File: config.mk
export PLATFORM = sky130hd
export DESIGN_NAME = hazard_scoreboard
export DESIGN_NICKNAME = d
export VERILOG_FILES = /design/src/rtl/hazard_pkg.sv /design/src/rtl/hazard_sb_entry.sv /design/src/rtl/hazard_scoreboard.sv
export SDC_FILE = /design/constraint.sdc
export NUM_CORES = 1
export LEC_CHECK = 0
export CORE_MARGIN = 2
export CORE_UTILIZATION = 60
export CTS_BUF_LIST = sky130_fd_sc_hd__clkbuf_4 sky130_fd_sc_hd__clkbuf_8
export CTS_CLUSTER_SIZE = 25
export DETAILED_ROUTE_END_ITERATION = 6
export PLACE_DENSITY = 0.87
export SLEW_MARGIN = 30
export SYNTH_ARGS = -nofsm -noshare
export SYNTH_HDL_FRONTEND = slang
export SYNTH_SLANG_ARGS = --single-unit
export TNS_END_PERCENT = 30
File: constraint.sdc
create_clock -name clk -period 11 [get_ports clk]
set_input_delay 2.2 -clock clk [delete_from_list [all_inputs] [get_ports clk]]
set_output_delay 2.2 -clock clk [all_outputs]
set_load 0.1 [all_outputs]
File: src/rtl/hazard_pkg.sv
// Shared constants for the register hazard scoreboard.
// Consumer-stage codes, producer latencies, counter width.
package hazard_pkg;

  localparam int USE_ID  = 0;
  localparam int USE_EX  = 1;
  localparam int USE_MEM = 2;

  localparam int LAT_ALU  = 1;
  localparam int LAT_LOAD = 2;

  // Smallest width able to hold 0..max_lat.
  function automatic int cnt_width(input int max_lat);
    int w;
    w = 1;
    while ((1 << w) < (max_lat + 1)) w++;
    return w;
  endfunction

endpackage

File: src/rtl/hazard_sb_entry.sv
// One scoreboard slot: cycles left until a register is forwardable.
// Clear beats load, and load beats the free-running decrement.
module hazard_sb_entry
  import hazard_pkg::*;
#(
  parameter int CW = 4
) (
  input  logic          clk,
  input  logic          rst_n,
  input  logic          clear,
  input  logic          load,
  input  logic [CW-1:0] load_val,
  output logic [CW-1:0] cnt
);

  logic [CW-1:0] cnt_q;
  logic [CW-1:0] cnt_d;

  // Next count: flush, newest writer, or one step closer to ready.
  always_comb begin
    cnt_d = cnt_q;
    if (clear) begin
      cnt_d = '0;
    end else if (load) begin
      cnt_d = load_val;
    end else if (cnt_q != '0) begin
      cnt_d = cnt_q - 1'b1;
    end
  end

  // Count register.
  always_ff @(posedge clk or negedge rst_n) begin
    if (!rst_n) cnt_q <= '0;
    else        cnt_q <= cnt_d;
  end

  assign cnt = cnt_q;

endmodule

File: src/rtl/hazard_scoreboard.sv
// Countdown scoreboard driving PC/IF-ID stall and ID/EX bubble.
// Optional perf counters: define HAZARD_SB_PERF_EN.
module hazard_scoreboard
  import hazard_pkg::*;
#(
  parameter  int NUM_REGS = 32,
  parameter  int REG_AW   = 5,
  parameter  int MAX_LAT  = 15,
  parameter  int USE_W    = 2,
  localparam int CW       = cnt_width(MAX_LAT)
) (
  input  logic              clk,
  input  logic              rst_n,
  input  logic              id_valid,
  input  logic [REG_AW-1:0] id_rs,
  input  logic [REG_AW-1:0] id_rt,
  input  logic              id_rs_used,
  input  logic              id_rt_used,
  input  logic [USE_W-1:0]  id_use_stage,
  input  logic              id_reg_write,
  input  logic [REG_AW-1:0] id_dst,
  input  logic [CW-1:0]     id_lat,
  input  logic              sb_clear,
  output logic              pc_stall,
  output logic              if_id_stall,
  output logic              id_ex_bubble,
  output logic [1:0]        hazard_src,
  output logic [CW-1:0]     busy_cnt,
  output logic [31:0]       perf_stall_cycles,
  output logic [31:0]       perf_hazard_events
);

  logic [CW-1:0] cnt [NUM_REGS];
  logic [CW-1:0] cnt_rs;
  logic [CW-1:0] cnt_rt;
  logic [CW-1:0] lat_c;
  logic          conf_a;
  logic          conf_b;
  logic          stall;
  logic          fire;

  assign cnt[0] = '0;

  if (MAX_LAT < (2**CW) - 1) begin : g_clamp
    localparam logic [CW-1:0] MAX_C = CW'(MAX_LAT);
    assign lat_c = (id_lat > MAX_C) ? MAX_C : id_lat;
  end else begin : g_noclamp
    assign lat_c = id_lat;
  end

  // Look up source counts against pre-update state.
  always_comb begin
    cnt_rs = '0;
    cnt_rt = '0;
    if (int'(id_rs) < NUM_REGS) cnt_rs = cnt[id_rs];
    if (int'(id_rt) < NUM_REGS) cnt_rt = cnt[id_rt];
  end

  // A source conflicts while its producer is later than its consumer.
  always_comb begin
    conf_a = id_valid & id_rs_used & (id_rs != '0)
           & (int'(cnt_rs) > int'(id_use_stage));
    conf_b = id_valid & id_rt_used & (id_rt != '0)
           & (int'(cnt_rt) > int'(id_use_stage));
    stall  = conf_a | conf_b;
    fire   = id_valid & ~stall;
  end

  for (genvar r = 1; r < NUM_REGS; r++) begin : g_ent
    logic ld;
    assign ld = fire & id_reg_write & (id_dst == REG_AW'(r));
    hazard_sb_entry #(.CW(CW)) u_ent (
      .clk      (clk),
      .rst_n    (rst_n),
      .clear    (sb_clear),
      .load     (ld),
      .load_val (lat_c),
      .cnt      (cnt[r])
    );
  end

  assign pc_stall     = stall;
  assign if_id_stall  = stall;
  assign id_ex_bubble = stall;
  assign hazard_src   = {conf_b, conf_a};
  assign busy_cnt     = cnt_rs;

`ifdef HAZARD_SB_PERF_EN
  logic        stall_q;
  logic        stall_d;
  logic [31:0] stall_cyc_q;
  logic [31:0] stall_cyc_d;
  logic [31:0] haz_evt_q;
  logic [31:0] haz_evt_d;

  // Saturating stall-cycle and stall-onset counters.
  always_comb begin
    stall_d     = stall;
    stall_cyc_d = stall_cyc_q;
    haz_evt_d   = haz_evt_q;
    if (sb_clear) begin
      stall_cyc_d = '0;
      haz_evt_d   = '0;
    end else begin
      if (stall && stall_cyc_q != '1)
        stall_cyc_d = stall_cyc_q + 1'b1;
      if (stall && !stall_q && haz_evt_q != '1)
        haz_evt_d = haz_evt_q + 1'b1;
    end
  end

  // Perf state registers.
  always_ff @(posedge clk or negedge rst_n) begin
    if (!rst_n) begin
      stall_q     <= 1'b0;
      stall_cyc_q <= '0;
      haz_evt_q   <= '0;
    end else begin
      stall_q     <= stall_d;
      stall_cyc_q <= stall_cyc_d;
      haz_evt_q   <= haz_evt_d;
    end
  end

  assign perf_stall_cycles  = stall_cyc_q;
  assign perf_hazard_events = haz_evt_q;
`else
  assign perf_stall_cycles  = '0;
  assign perf_hazard_events = '0;
`endif

endmodule

# Word level (Yosys, flattened, before mapping)
# Cells that the tools add are included.
op_classes:
  n_addsub: 31
  eq_ne: 31
  n_bitwise: 43
  n_lt_le_gt_ge: 4
  mux: 99
  n_reduce_logical: 64
ops:
  columns: ["cell", "n"]
  rows:
  - ["4-bit two-way mux", 97]
  - ["4-bit nonzero test", 31]
  - ["4-bit by 1-bit subtractor with 4-bit output (second input constant)", 31]
  - ["3-bit nonzero test", 31]
  - ["5-bit equality test (second input constant)", 16]
  - ["4-bit binary-select mux with 5-bit select", 2]
  - ["5-bit by 4-bit equality test with 1-bit output (second input constant)", 8]
  - ["1-bit AND", 39]
  - ["5-bit by 3-bit equality test with 1-bit output (second input constant)", 4]
  - ["6-bit >= comparator (second input constant)", 2]
  - ["5-bit NOT with 6-bit output", 2]
  - ["5-bit by 2-bit equality test with 1-bit output (second input constant)", 2]
  - ["5-bit nonzero test", 2]
  - ["4-bit by 2-bit greater-than comparator with 1-bit output", 2]
  - ["5-bit by 1-bit equality test with 1-bit output (second input constant)", 1]
  - ["1-bit NOT", 1]
  - ["1-bit OR", 1]
word_totals:
  output_inout_bits: 73
  word_cells: 303
  register_bits: 124
  input_bits: 28

# Longest topological paths before layout
logic_depth:
  depth_word: 13
  depth_mapped: 18
  depth_no_buf: 13

# Cells and area by module
# A second synthesis with hierarchy kept.
unflattened:
  cells_unflattened: 1024
  hier_area_um2: 10382.5
modules_own_cells:
  columns: ["module", "cells_each", "area_per_inst_um2", "seq_area_each_um2", "n_inst"]
  rows:
  - ["hazard_sb_entry", 23, 241.5, 100.1, 31]
  - ["hazard_scoreboard", 311, 2896.5, 0.0, 1]

# Worst setup path after synthesis
# Ideal clock, no wire load.
synth_timing:
  path_kind: "input to output"
  startpoint: "in id_rs[0]"
  endpoint: "out if_id_stall"
  cell_stages: 13
  required_time_ns: 8.800
  arrival_time_ns: 6.758
  n_path_buf: 5
  path_slack_ns: 2.042
  path_cell_list: "buf_2 buf_1 buf_2 mux4_2 mux4_2 mux2_2 ha_1 nor2b_1 o21ai_0 a31o_4 buf_6 nand2_1 buf_4"
synth_between:
  elab_chain_len: 7
  word_cells_on_any_way: 9
  classes_between: "order compare (1); mux (3); bitwise (4); reduce/logical (1)"
synth_lines:
  columns: ["item", "line_no", "rtl"]
  rows:
  - ["from (decl)", "hazard_scoreboard.sv:15", "input logic [REG_AW-1:0] id_rs,"]
  - ["5-bit NOT with 6-bit output (implied by the code)", "hazard_scoreboard.sv:55", "if (int'(id_rs) < NUM_REGS) cnt_rs = cnt[id_rs];"]
  - ["4-bit binary-select mux with 5-bit select", "hazard_scoreboard.sv:55", null]
  - ["4-bit two-way mux (implied by the code) (2 in series)", "hazard_scoreboard.sv:55", null]
  - ["named net busy_cnt[1]", "hazard_scoreboard.sv:28", "output logic [CW-1:0] busy_cnt,"]
  - ["4-bit by 2-bit greater-than comparator with 1-bit output", "hazard_scoreboard.sv:62", "& (int'(cnt_rs) > int'(id_use_stage));"]
  - ["1-bit AND", "hazard_scoreboard.sv:62", null]
  - ["1-bit OR", "hazard_scoreboard.sv:65", "stall = conf_a | conf_b;"]
  - ["to (decl)", "hazard_scoreboard.sv:25", "output logic if_id_stall,"]
# The timed path passes the listed nets, and every way through them passes these cells. The select of a mux whose other input is x is not followed.

# Final worst setup path
layout_timing:
  startpoint: "in id_rt[1]"
  endpoint: "out if_id_stall"
layout_between:
  elab_chain_len: 7
  word_cells_on_any_way: 9
  classes_between: "order compare (1); mux (3); bitwise (4); reduce/logical (1)"
layout_lines:
  columns: ["item", "line_no", "rtl"]
  rows:
  - ["from (decl)", "hazard_scoreboard.sv:16", "input logic [REG_AW-1:0] id_rt,"]
  - ["5-bit NOT with 6-bit output (implied by the code)", "hazard_scoreboard.sv:56", "if (int'(id_rt) < NUM_REGS) cnt_rt = cnt[id_rt];"]
  - ["4-bit binary-select mux with 5-bit select", "hazard_scoreboard.sv:56", null]
  - ["4-bit two-way mux (implied by the code) (2 in series)", "hazard_scoreboard.sv:56", null]
  - ["4-bit by 2-bit greater-than comparator with 1-bit output", "hazard_scoreboard.sv:64", "& (int'(cnt_rt) > int'(id_use_stage));"]
  - ["1-bit AND *", "hazard_scoreboard.sv:64", null]
  - ["1-bit OR *", "hazard_scoreboard.sv:65", null]
# Mark *: on every way between the ends. The rest lies on a longest branch, timed or not. The select of a mux whose other input is x is not followed.

==> metrics.md <==
| Metric | Value |
|---|---|
| Post-synth ARST share | 100% |
| Max Clock Skew | 0.00977 ns |
| Setup violations, final | 0 |
| Die Y | 139 microns |
| Flops & latches, synth | 124 |
| CTS tree | yes |
| Final Cycle Share | 82.4% |
| Max Cap Viol | 0 |
| Max VDD drop | 165 uV |
| Vias in the first global route | 8247 |
| First-pass iteration count of the detailed router | 6 |
| Post-synth EDFFs | 0 |
| Fin. Hold Viols | 0 |
| DP Worst Slack | 1.78 ns |
| Placed instance count | 1316 |
| Crit path time final | 9.06 ns |
| GPL Wtd Cong | 0.945 |
| Vias per cell | 6.37 |
| H-tree Lvls | 4 |
| Clock transition at path regs | 0.08 ns |
| Die ar. | 19400 sq um |
| Multi-input gate area | 7030 sq um |
| Post-placement cell area | 11100 sq um |
| Critical Path RT | 8.80 ns |
| Slew @ Worst Pin | 1.01 ns |
| Post-Synthesis Cells | 1092 |
| Unrepaired setup endpoints after global routing | no |
| Setup TNS | 0 ns |
| Port Buffers | 36 |
| Max FFs per register | 124 |
| Setup repair bufs after CTS | 0 |
| Iter 0 DRT Violations | 1012 |
| Synth Warn # | 0 |
| Fin cells | 1348 |
| First-pass GRT wire length | 44700 microns |
| Fillers | 1369 |
| Setup crit start kind | input port |
| # DRC | 0 |
| Area Growth Syn to Fin | 5.82% |
| Arr. time, crit path | 6.86 ns |
| Sequential fraction of the synthesis area | 28.3% |
| Setup crit end kind | output pin |
| Critical path peak fanout | 21 |
| Gr ovfl total | 0 |
| FMAX | 110 MHz |
| Clock root cell | clkbuf_8 |
| Layout Nets | 1169 |
| Pins Over Slew Limit | 0 |
| Synth Flop Type | dfrtp_1 |
| Post-CTS sizing | 0 |
| Register Area | 3100 sq um |
| Initial Util | 61.0% |
| Synth cell types | 62 |
| Num rows | 49 |
| Largest net degree at the start of global routing | 92 |
| Critical Setup Path Class | in2out |
| CTS sink cnt | 124 |
| Cell Pwr Density | 250 nW/um^2 |
| Initial antenna violation count | 0 |
| Die W | 139 microns |
| Routed WL | 28200 microns |
| Diodes inserted | 0 |
| Mean post-synth cell area | 10.0 sq um |
| Status | complete, no violations |
| WL/cell | 20.9 microns |
| Share of cells above drive strength 1 | 21.1% |
| Slew headroom | 32.8% |
| Setup ws final | 1.94 ns |
| I/O Pins | 101 |
| Dpl hpwl | 20000 microns |
| Pleak | 5.05 nW |
| Final ANT Viol Nets | 0 |
| Worst hold path class | reg2reg |
| Final Cell Area | 11600 sq um |
| Core Box Area | 18000 sq um |
| Skew-Pair Late Insertion Delay | 0.47 ns |
| Via count | 8583 |
| CTS Buf Count | 17 |
| # hold bufs at CTS | 0 |
| Total GRT Usage | 29.7% |
| Longest Clk Path Bufs | 2 |
| Post-Syn Area | 11000 sq um |
cell usage after synthesis (8+ instances only):
library cell / count / area share, %
clkbuf_1: 27 / 0.93
a21o_1: 19 / 1.3
dfrtp_1: 124 / 28
mux4_2: 49 / 10
nand2_1: 27 / 0.93
xnor2_1: 31 / 2.5
nor3b_1: 25 / 1.7
inv_1: 72 / 2.5
mux2_2: 85 / 8.7
buf_2: 12 / 0.55
nand3b_1: 20 / 1.4
a21oi_1: 64 / 2.9
nor2b_1: 8 / 0.46
ha_1: 35 / 4.0
or3_1: 32 / 1.8
mux2i_1: 58 / 5.3
nor2_1: 148 / 5.1
nand4_4: 27 / 5.2
nor3_1: 36 / 1.6
nand2b_1: 33 / 1.9
buf_4: 68 / 4.7
power by group:
| part | leakage, nW | internal (W) | switching (W) |
|---|---|---|---|
| registers | 1.65 | 0.000611 | 0.000242 |
| clock network | 0.207 | 0.000253 | 0.000204 |
| logic | 3.19 | 0.000726 | 0.000868 |
| total | 5.05 | 0.00159 | 0.00131 |
path summary, 6_finish.rpt:
| check | startpoint | to | slack (ns) | cells after the start |
|---|---|---|---|---|
| max | id_rt[1] | if_id_stall | 1.94 | 12 |
| max in group asynchronous | rst_n | g_ent[13].u_ent.cnt[0] | 8.11 | 2 |
| min | g_ent[23].u_ent.cnt[2] | g_ent[23].u_ent.cnt[2] | 0.67 | 3 |
| min in group asynchronous | rst_n | g_ent[2].u_ent.cnt[3] | 1.77 | 1 |
| max reg2reg | g_ent[11].u_ent.cnt[1] | g_ent[3].u_ent.cnt[3] | 6.63 | 12 |
| min reg2reg | g_ent[23].u_ent.cnt[2] | g_ent[23].u_ent.cnt[2] | 0.67 | 3 |
cell families (layout without fill, tap and decap cells):
| group | count (synthesis) | in the layout | synth area share [%] |
|---|---|---|---|
| AND/OR/NAND/NOR | 383 | 383 | 22.2 |
| multiplexers | 204 | 204 | 26.0 |
| buffers and inverters | 193 | 157 | 9.87 |
| flip-flops | 124 | 124 | 28.3 |
| AO/OA/AOI/OAI | 121 | 121 | 7.15 |
| adder cells (fa/ha/maj) | 35 | 35 | 4.00 |
| XOR/XNOR | 31 | 31 | 2.48 |
| other | 1 | 64 | 0.0342 |
per-layer routing:
metal,wire [microns],global-route usage [%],vias to the layer above
met5,0,0,-
met1,10800,37.5,4156
li1,-,-,3808
met2,13200,47.8,523
met3,3050,8.98,96
met4,1070,12.4,0
per-stage QoR:
step                      util (%)  power (W)  hold slack [ns]
after floorplan                  -    0.00210            0.597
after global placement        62.0    0.00233            0.631
after detailed placement      62.0    0.00240            0.656
after CTS                     64.5    0.00288            0.670
after global routing          64.5    0.00309            0.703
final                         64.5    0.00290            0.672
final cells by class:
class / count / area share [%]
clock buffer: 18 / 2.14
clock inverter: 14 / 1.67
inverter: 74 / 2.40
multi-input combinational: 838 / 60.6
sequential: 124 / 26.8
tap: 229 / 2.47
timing repair buffer: 51 / 3.96
critical path, cell delays in order:
cell,delay (ns)
clkdlybuf4s50_1,0.94
buf_4,0.44
nor2b_1,0.34
a22oi_1,0.16
mux4_2,0.51
a21oi_1,0.17
ha_1,0.26
a211oi_1,0.31
a211oi_2,0.08
o311a_4,0.18
nand2_1,0.11
clkdlybuf4s50_1,1.14
cell usage in the layout (no fill, tap or decap), types with 3 or more instances in the layout:
cell / count
xnor2_1: 31
ha_1: 35
nand4_4: 27
clkinvlp_4: 5
dfrtp_1: 124
and2_1: 6
inv_1: 72
nand2_1: 27
mux2_4: 7
mux4_1: 3
buf_4: 17
bufinv_16: 4
a22oi_1: 3
nor3_1: 35
a31oi_1: 3
o211ai_1: 3
a211o_1: 5
clkdlybuf4s50_1: 31
o21ai_0: 7
nand4b_1: 4
mux4_2: 49
nand2b_1: 33
nor3b_1: 25
nand3_1: 4
nor2b_1: 5
nand3b_1: 20
mux2_2: 85
mux2i_1: 58
a21oi_1: 64
a21o_1: 19
or3_1: 32
nor2_1: 148
conb_1: 64
clkbuf_8: 18
(Power assumes the default switching activity.)
